File: src/rtl/exec_pkg.sv
// Shared definitions for the execute cluster: opcodes, FU state encoding and
// the result record carried from each functional unit to the CDB arbiter.
package exec_pkg;

  localparam logic [3:0] OP_SUB = 4'b0000;
  localparam logic [3:0] OP_ADD = 4'b0001;
  localparam logic [3:0] OP_MUL = 4'b0010;
  localparam logic [3:0] OP_DIV = 4'b0011;

  // Result fields are sized for the widest supported build (TAG_W <= 16,
  // DATA_W <= 64); narrower instances use the low bits only.
  localparam int RES_TAG_W  = 16;
  localparam int RES_DATA_W = 64;

  typedef enum logic [1:0] {
    FU_IDLE = 2'd0,
    FU_RUN  = 2'd1,
    FU_DONE = 2'd2
  } fu_state_e;

  typedef struct packed {
    logic [RES_TAG_W-1:0]  tag;
    logic [RES_DATA_W-1:0] data;
    logic                  err;
  } exec_result_t;

endpackage

File: src/rtl/exec_fu.sv
// Non-pipelined functional unit: latches one operation, counts down LATENCY
// cycles and holds the result until the CDB takes it. EXEC_CLUSTER_DIV_EN enables division.
module exec_fu
  import exec_pkg::*;
#(
  parameter int DATA_W  = 32,
  parameter int TAG_W   = 4,
  parameter int LATENCY = 3
) (
  input  logic              clk,
  input  logic              rst,
  input  logic              start,
  input  logic [3:0]        opcode,
  input  logic [DATA_W-1:0] src1,
  input  logic [DATA_W-1:0] src2,
  input  logic [TAG_W-1:0]  tag,
  input  logic              ack,
  output logic              busy,
  output logic              done,
  output exec_result_t      result
);

  localparam int CNT_W = (LATENCY > 1) ? $clog2(LATENCY) : 1;

  fu_state_e         state_q, state_d;
  logic [CNT_W-1:0]  cnt_q, cnt_d;
  logic [3:0]        op_q, op_d;
  logic [DATA_W-1:0] a_q, a_d;
  logic [DATA_W-1:0] b_q, b_d;
  logic [TAG_W-1:0]  tag_q, tag_d;

  logic [DATA_W-1:0] res_data;
  logic              res_err;

  always_comb begin
    state_d = state_q;
    cnt_d   = cnt_q;
    op_d    = op_q;
    a_d     = a_q;
    b_d     = b_q;
    tag_d   = tag_q;
    case (state_q)
      FU_IDLE: begin
        if (start) begin
          op_d  = opcode;
          a_d   = src1;
          b_d   = src2;
          tag_d = tag;
          cnt_d = CNT_W'(LATENCY - 1);
          state_d = (LATENCY == 1) ? FU_DONE : FU_RUN;
        end
      end
      FU_RUN: begin
        cnt_d = cnt_q - CNT_W'(1);
        if (cnt_q <= CNT_W'(1)) begin
          cnt_d   = '0;
          state_d = FU_DONE;
        end
      end
      FU_DONE: begin
        if (ack) begin
          state_d = FU_IDLE;
        end
      end
      default: state_d = FU_IDLE;
    endcase
  end

  always_ff @(posedge clk) begin
    if (rst) begin
      state_q <= FU_IDLE;
      cnt_q   <= '0;
      op_q    <= '0;
      a_q     <= '0;
      b_q     <= '0;
      tag_q   <= '0;
    end else begin
      state_q <= state_d;
      cnt_q   <= cnt_d;
      op_q    <= op_d;
      a_q     <= a_d;
      b_q     <= b_d;
      tag_q   <= tag_d;
    end
  end

  // Arithmetic works on the latched operands, so the result is stable in DONE.
  always_comb begin
    res_data = '0;
    res_err  = 1'b0;
    case (op_q)
      OP_SUB: res_data = a_q - b_q;
      OP_ADD: res_data = a_q + b_q;
      OP_MUL: res_data = a_q * b_q;
`ifdef EXEC_CLUSTER_DIV_EN
      OP_DIV: begin
        if (b_q == '0) begin
          res_data = '1;
          res_err  = 1'b1;
        end else begin
          res_data = a_q / b_q;
        end
      end
`else
      OP_DIV: res_err = 1'b1;
`endif
      default: res_err = 1'b1;
    endcase
  end

  always_comb begin
    result                  = '0;
    result.tag[TAG_W-1:0]   = tag_q;
    result.data[DATA_W-1:0] = res_data;
    result.err              = res_err;
  end

  assign busy = (state_q != FU_IDLE);
  assign done = (state_q == FU_DONE);

endmodule

File: src/rtl/exec_cluster.sv
// Execute stage: pairs ready RS entries with free FUs and arbitrates finished
// results round-robin onto one CDB port. Division is built only with EXEC_CLUSTER_DIV_EN.
module exec_cluster
  import exec_pkg::*;
#(
  parameter int DATA_W   = 32,
  parameter int TAG_W    = 4,
  parameter int RS_DEPTH = 4,
  parameter int NUM_FU   = 2,
  parameter int LATENCY  = 3
) (
  input  logic                       clk,
  input  logic                       rst,
  input  logic [RS_DEPTH-1:0]        rs_ready,
  input  logic [4*RS_DEPTH-1:0]      rs_opcode,
  input  logic [DATA_W*RS_DEPTH-1:0] rs_src1,
  input  logic [DATA_W*RS_DEPTH-1:0] rs_src2,
  input  logic [TAG_W*RS_DEPTH-1:0]  rs_tag,
  output logic [RS_DEPTH-1:0]        rs_issue,
  output logic [NUM_FU-1:0]          fu_busy,
  output logic                       cdb_valid,
  input  logic                       cdb_ready,
  output logic [TAG_W-1:0]           cdb_tag,
  output logic [DATA_W-1:0]          cdb_data,
  output logic                       cdb_err
);

  localparam int FU_IW  = (NUM_FU > 1) ? $clog2(NUM_FU) : 1;
  localparam int ENT_IW = (RS_DEPTH > 1) ? $clog2(RS_DEPTH) : 1;

  logic [NUM_FU-1:0] fu_busy_raw;
  logic [NUM_FU-1:0] fu_done;
  logic [NUM_FU-1:0] fu_start;
  logic [NUM_FU-1:0] fu_ack;
  logic [NUM_FU-1:0] unused_res_bits;
  exec_result_t      fu_res [NUM_FU];
  logic [ENT_IW-1:0] fu_sel_ent [NUM_FU];

  logic [FU_IW-1:0]  ptr_q, ptr_d;
  logic              lock_q, lock_d;
  logic [FU_IW-1:0]  lock_idx_q, lock_idx_d;
  logic              grant_found;
  logic [FU_IW-1:0]  grant_idx;

  // Walk entries in index order, handing each ready one the lowest still-free FU.
  always_comb begin : dispatch_p
    logic [NUM_FU-1:0] avail;
    logic              claimed;
    rs_issue = '0;
    fu_start = '0;
    for (int f = 0; f < NUM_FU; f++) begin
      fu_sel_ent[f] = '0;
    end
    avail   = ~fu_busy_raw;
    claimed = 1'b0;
    if (!rst) begin
      for (int i = 0; i < RS_DEPTH; i++) begin
        claimed = 1'b0;
        for (int f = 0; f < NUM_FU; f++) begin
          if (rs_ready[i] && avail[f] && !claimed) begin
            claimed       = 1'b1;
            avail[f]      = 1'b0;
            rs_issue[i]   = 1'b1;
            fu_start[f]   = 1'b1;
            fu_sel_ent[f] = ENT_IW'(i);
          end
        end
      end
    end
  end

  generate
    for (genvar gi = 0; gi < NUM_FU; gi++) begin : g_fu
      exec_fu #(
        .DATA_W  (DATA_W),
        .TAG_W   (TAG_W),
        .LATENCY (LATENCY)
      ) u_fu (
        .clk    (clk),
        .rst    (rst),
        .start  (fu_start[gi]),
        .opcode (rs_opcode[4*int'(fu_sel_ent[gi]) +: 4]),
        .src1   (rs_src1[DATA_W*int'(fu_sel_ent[gi]) +: DATA_W]),
        .src2   (rs_src2[DATA_W*int'(fu_sel_ent[gi]) +: DATA_W]),
        .tag    (rs_tag[TAG_W*int'(fu_sel_ent[gi]) +: TAG_W]),
        .ack    (fu_ack[gi]),
        .busy   (fu_busy_raw[gi]),
        .done   (fu_done[gi]),
        .result (fu_res[gi])
      );
      assign fu_ack[gi]          = cdb_valid && cdb_ready && (grant_idx == FU_IW'(gi));
      assign unused_res_bits[gi] = ^fu_res[gi];
    end
  endgenerate

  // A stalled grant is pinned so a later finisher cannot steal the bus mid-handshake.
  always_comb begin : arbiter_p
    int cand;
    grant_found = 1'b0;
    grant_idx   = '0;
    cand        = 0;
    if (lock_q && fu_done[lock_idx_q]) begin
      grant_found = 1'b1;
      grant_idx   = lock_idx_q;
    end else begin
      for (int k = 0; k < NUM_FU; k++) begin
        cand = int'(ptr_q) + k;
        if (cand >= NUM_FU) begin
          cand = cand - NUM_FU;
        end
        if (!grant_found && fu_done[cand]) begin
          grant_found = 1'b1;
          grant_idx   = FU_IW'(cand);
        end
      end
    end
  end

  always_comb begin
    cdb_valid = grant_found && !rst;
    cdb_tag   = '0;
    cdb_data  = '0;
    cdb_err   = 1'b0;
    if (cdb_valid) begin
      cdb_tag  = fu_res[grant_idx].tag[TAG_W-1:0];
      cdb_data = fu_res[grant_idx].data[DATA_W-1:0];
      cdb_err  = fu_res[grant_idx].err;
    end
  end

  always_comb begin
    ptr_d      = ptr_q;
    lock_d     = cdb_valid && !cdb_ready;
    lock_idx_d = grant_idx;
    if (cdb_valid && cdb_ready) begin
      ptr_d = (grant_idx == FU_IW'(NUM_FU - 1)) ? '0 : grant_idx + FU_IW'(1);
    end
  end

  always_ff @(posedge clk) begin
    if (rst) begin
      ptr_q      <= '0;
      lock_q     <= 1'b0;
      lock_idx_q <= '0;
    end else begin
      ptr_q      <= ptr_d;
      lock_q     <= lock_d;
      lock_idx_q <= lock_idx_d;
    end
  end

  assign fu_busy = rst ? '0 : fu_busy_raw;

endmodule

File: config.mk
export PLATFORM = sky130hd
export DESIGN_NAME = exec_cluster
export DESIGN_NICKNAME = d
export VERILOG_FILES = /design/src/rtl/exec_pkg.sv /design/src/rtl/exec_fu.sv /design/src/rtl/exec_cluster.sv
export SDC_FILE = /design/constraint.sdc
export NUM_CORES = 2
export LEC_CHECK = 0
export ABC_CLOCK_PERIOD_IN_PS = 7350
export BUFFER_PORTS_ARGS = -buffer_cell sky130_fd_sc_hd__buf_2
export CORE_ASPECT_RATIO = 1.5
export CORE_MARGIN = 2
export CORE_UTILIZATION = 58
export CTS_CLUSTER_DIAMETER = 60
export DETAILED_ROUTE_END_ITERATION = 10
export GPL_ROUTABILITY_DRIVEN = 0
export PLACE_DENSITY = 0.8
export SLEW_MARGIN = 0
export SYNTH_ARGS = -nofsm -noshare
export SYNTH_HDL_FRONTEND = slang
export SYNTH_HIERARCHICAL = 1
export SYNTH_SLANG_ARGS = --single-unit
File: constraint.sdc
create_clock -name clk -period 7.35 [get_ports clk]
set_input_delay 0.735 -clock clk [delete_from_list [all_inputs] [get_ports clk]]
set_output_delay 0.735 -clock clk [all_outputs]
set_load 0.02 [all_outputs]
==> results.md <==
- Outcome: complete, but fails checks
- Violated checks: negative setup slack
- Final setup TNS: -19.08 ns
- Remaining max-slew budget at the tightest pin: 0.1826
- Reg-to-Reg Start: g_fu[0].u_fu/state_q[0]
- Peak VDD IR: 260.7 uV
- CP endpoint kind: primary output
- Row count: 130
- Number of placed instances with taps included: 7496
- Avg WL per Cell: 24.27 um
- Setup Skew: 0.01763 ns
- Number of search-and-repair iterations in the first detailed-routing pass: 10
- Clk sinks: 155
- Final setup violation count: 21
- CTS tree: yes
- Count of routing violations after the opening detailed-route iteration: 6243
- Synthesized area per cell: 8.134 um^2
- Hold-fix buffer count after cts: 0
- Non-filler cells in the finished layout: 7555
- Path type of the worst min-delay path: input port to flop
- Floorplan die height: 358.3 um
- Net count of the finished layout: 7832
- Register clock-pin slew on the reported worst setup and hold paths: 0.08 ns
- # H-tree levels: 4
- Growth of design area from synthesis to finish: 14.86%
- RSZ-0062 raised after global routing: yes
- Kind of launch point of the worst setup path: flop
- Number of buffer cells added on primary ports: 338
- Number of antenna violations at the first check in global routing: 24
- Skew-Pair Late Insertion Delay: 0.53 ns
- Effective utilization at floorplan: 0.5829
- Number of global-route vias before repair: 50.39k
- Horizontal extent of the die: 240.2 um
- DRC violations left: 0
- Worst path setup slack after routing: -1.534 ns
- FF-to-FF path depth: 9
- Period utilisation layout: 1.209
- Highest Clock Rate: 112.6 MHz
- Pin count of the biggest net entering global routing: 112
- Syn. warnings: 6
- Final design instance area without fill: 55750 um^2
- Share of layout cells above drive strength 1: 0.1794
- Post-detailed-route via-to-cell ratio: 6.408
- Worst hold path endpoint: lock_q
- Post-detailed-route count of antenna-violating nets: 0
- Crit Path Category: flop to primary output
- Reg-to-reg slack, setup: 2.13 ns
- Share of the core filled with cells: 0.6695
- Post-Syn Area: 48540 um^2
- Clock Tree Root: sky130_fd_sc_hd__clkbuf_16
- Core region area: 83280 um^2
- Transition at the pin with the smallest max-transition slack: 1.223 ns
- Global-route congestion overflow total: 0
- Final Hold Slack: 0.3886 ns
- Total of max-cap violations: 0
- Power per Cell Area: 175.9 nW/um^2
- Commonest non-fill, non-tap cell in the layout: sky130_fd_sc_hd__nand2_1
- Total nets after synthesis: 7391
- I/O pin count: 339
- Half-perimeter wire length after detailed placement: 142.2 mm
- Clock buffer count from CTS: 17
- Leading cell types in the layout, fill and taps excluded: 935 x sky130_fd_sc_hd__nand2_1, 871 x sky130_fd_sc_hd__inv_1, 801 x sky130_fd_sc_hd__fa_1, 609 x sky130_fd_sc_hd__and2_1, 492 x sky130_fd_sc_hd__buf_4
- Total cell area at the placement stage: 54110 um^2
- Total global routing track utilization: 0.4248
- Maximum buffer depth of the clock tree: 2
- Die Area: 86070 um^2
- Max Slew Vio Count: 0
- Source of the worst hold timing path: cdb_ready
- Total routed wirelength: 183.3 mm
- Worst slack, placed: -0.7734 ns
- Pwr Total: 9.809 mW
- Post-synthesis instance total: 5968
- Leakage power of the design: 26.60 nW
- Overall via count from detail_route: 48.41k
- Global-route wire length before repair: 276.6 mm
- Top fanout value on the critical path: 9
- Reg2Reg Capture Point: g_fu[1].u_fu/b_q[2]
- Hold Violations, Final: 0
- Crit path time final: 8.884 ns
- CP arrival: 8.15 ns
- Worst EP required: 6.61 ns
- Hold depth: 2
## repair_timing
action	CTS	global route
buffers inserted	12	4
cloned	0	0
endpoints found under the setup margin	22	22
resized for setup	157	67
pin swaps	60	41
## how the worst max path moves through the flow
stage                               from            to  slack [ns]  cells after the start
global route         g_fu[0].u_fu/b_q[2]  cdb_data[28]       -1.64                     25
CTS                 g_fu[0].u_fu/a_q[11]  cdb_data[31]       -1.13                     27
finish               g_fu[0].u_fu/b_q[2]  cdb_data[30]       -1.53                     26
detailed placement   g_fu[0].u_fu/a_q[8]  cdb_data[30]       -0.77                     28
global placement     g_fu[0].u_fu/a_q[7]  cdb_data[23]       -0.63                     27
floorplan            g_fu[0].u_fu/b_q[7]  cdb_data[29]       -0.18                     27
## registers in the layout, indices dropped and copies added, names as in the netlist
| signal | count |
|---|---|
| g_fu.u_fu/op_q | 8 |
| g_fu.u_fu/tag_q | 8 |
| lock_q | 1 |
| g_fu.u_fu/cnt_q | 4 |
| ptr_q | 1 |
| g_fu.u_fu/state_q | 4 |
| g_fu.u_fu/a_q | 64 |
| lock_idx_q | 1 |
| g_fu.u_fu/b_q | 64 |
## routing by layer
metal	part of all wire	vias up	track usage	routed length, um
li1	-	20060	-	-
met1	0.32	23090	0.4475	57930
met2	0.45	3838	0.6669	81800
met3	0.13	1407	0.1693	24480
met4	0.10	22	0.3534	18870
met5	0.0014	-	0.01122	262
## cell type report
class	instances	area, um^2
Clock inverter	15	195.2
Tap cell	1122	1404
Antenna cell	11	27.53
Fill cell	6356	27530
Timing Repair Buffer	874	6286
Clock buffer	17	425.4
Inverter	877	3292
Sequential cell	155	3226
Multi-Input combinational cell	4484	40900
## critical path, stage by stage, from the launching register on
cell	delay [ns]
sky130_fd_sc_hd__dfxtp_4	0.41
sky130_fd_sc_hd__buf_12	0.15
sky130_fd_sc_hd__and2_1	0.17
sky130_fd_sc_hd__fa_1	0.53
sky130_fd_sc_hd__inv_1	0.05
sky130_fd_sc_hd__fa_1	0.50
sky130_fd_sc_hd__fa_1	0.45
sky130_fd_sc_hd__fa_1	0.55
sky130_fd_sc_hd__inv_1	0.07
sky130_fd_sc_hd__fa_1	0.47
sky130_fd_sc_hd__ha_1	0.31
sky130_fd_sc_hd__fa_1	0.48
sky130_fd_sc_hd__fa_1	0.57
sky130_fd_sc_hd__ha_4	0.22
sky130_fd_sc_hd__buf_6	0.12
sky130_fd_sc_hd__nand2_1	0.06
sky130_fd_sc_hd__o21ai_0	0.08
sky130_fd_sc_hd__or3_1	0.38
sky130_fd_sc_hd__o211ai_1	0.61
sky130_fd_sc_hd__a41oi_2	0.28
sky130_fd_sc_hd__o21ai_2	0.24
sky130_fd_sc_hd__a21oi_2	0.08
sky130_fd_sc_hd__xnor2_1	0.12
sky130_fd_sc_hd__o22ai_1	0.13
sky130_fd_sc_hd__mux2i_1	0.12
sky130_fd_sc_hd__nor2_2	0.28
sky130_fd_sc_hd__buf_6	0.17
## where the power goes
group	switching (mW)	internal (mW)
clock	0.530	0.463
combinational	4.63	3.01
sequential	0.220	0.956
Note: power is estimated with default switching activity, not from simulation.
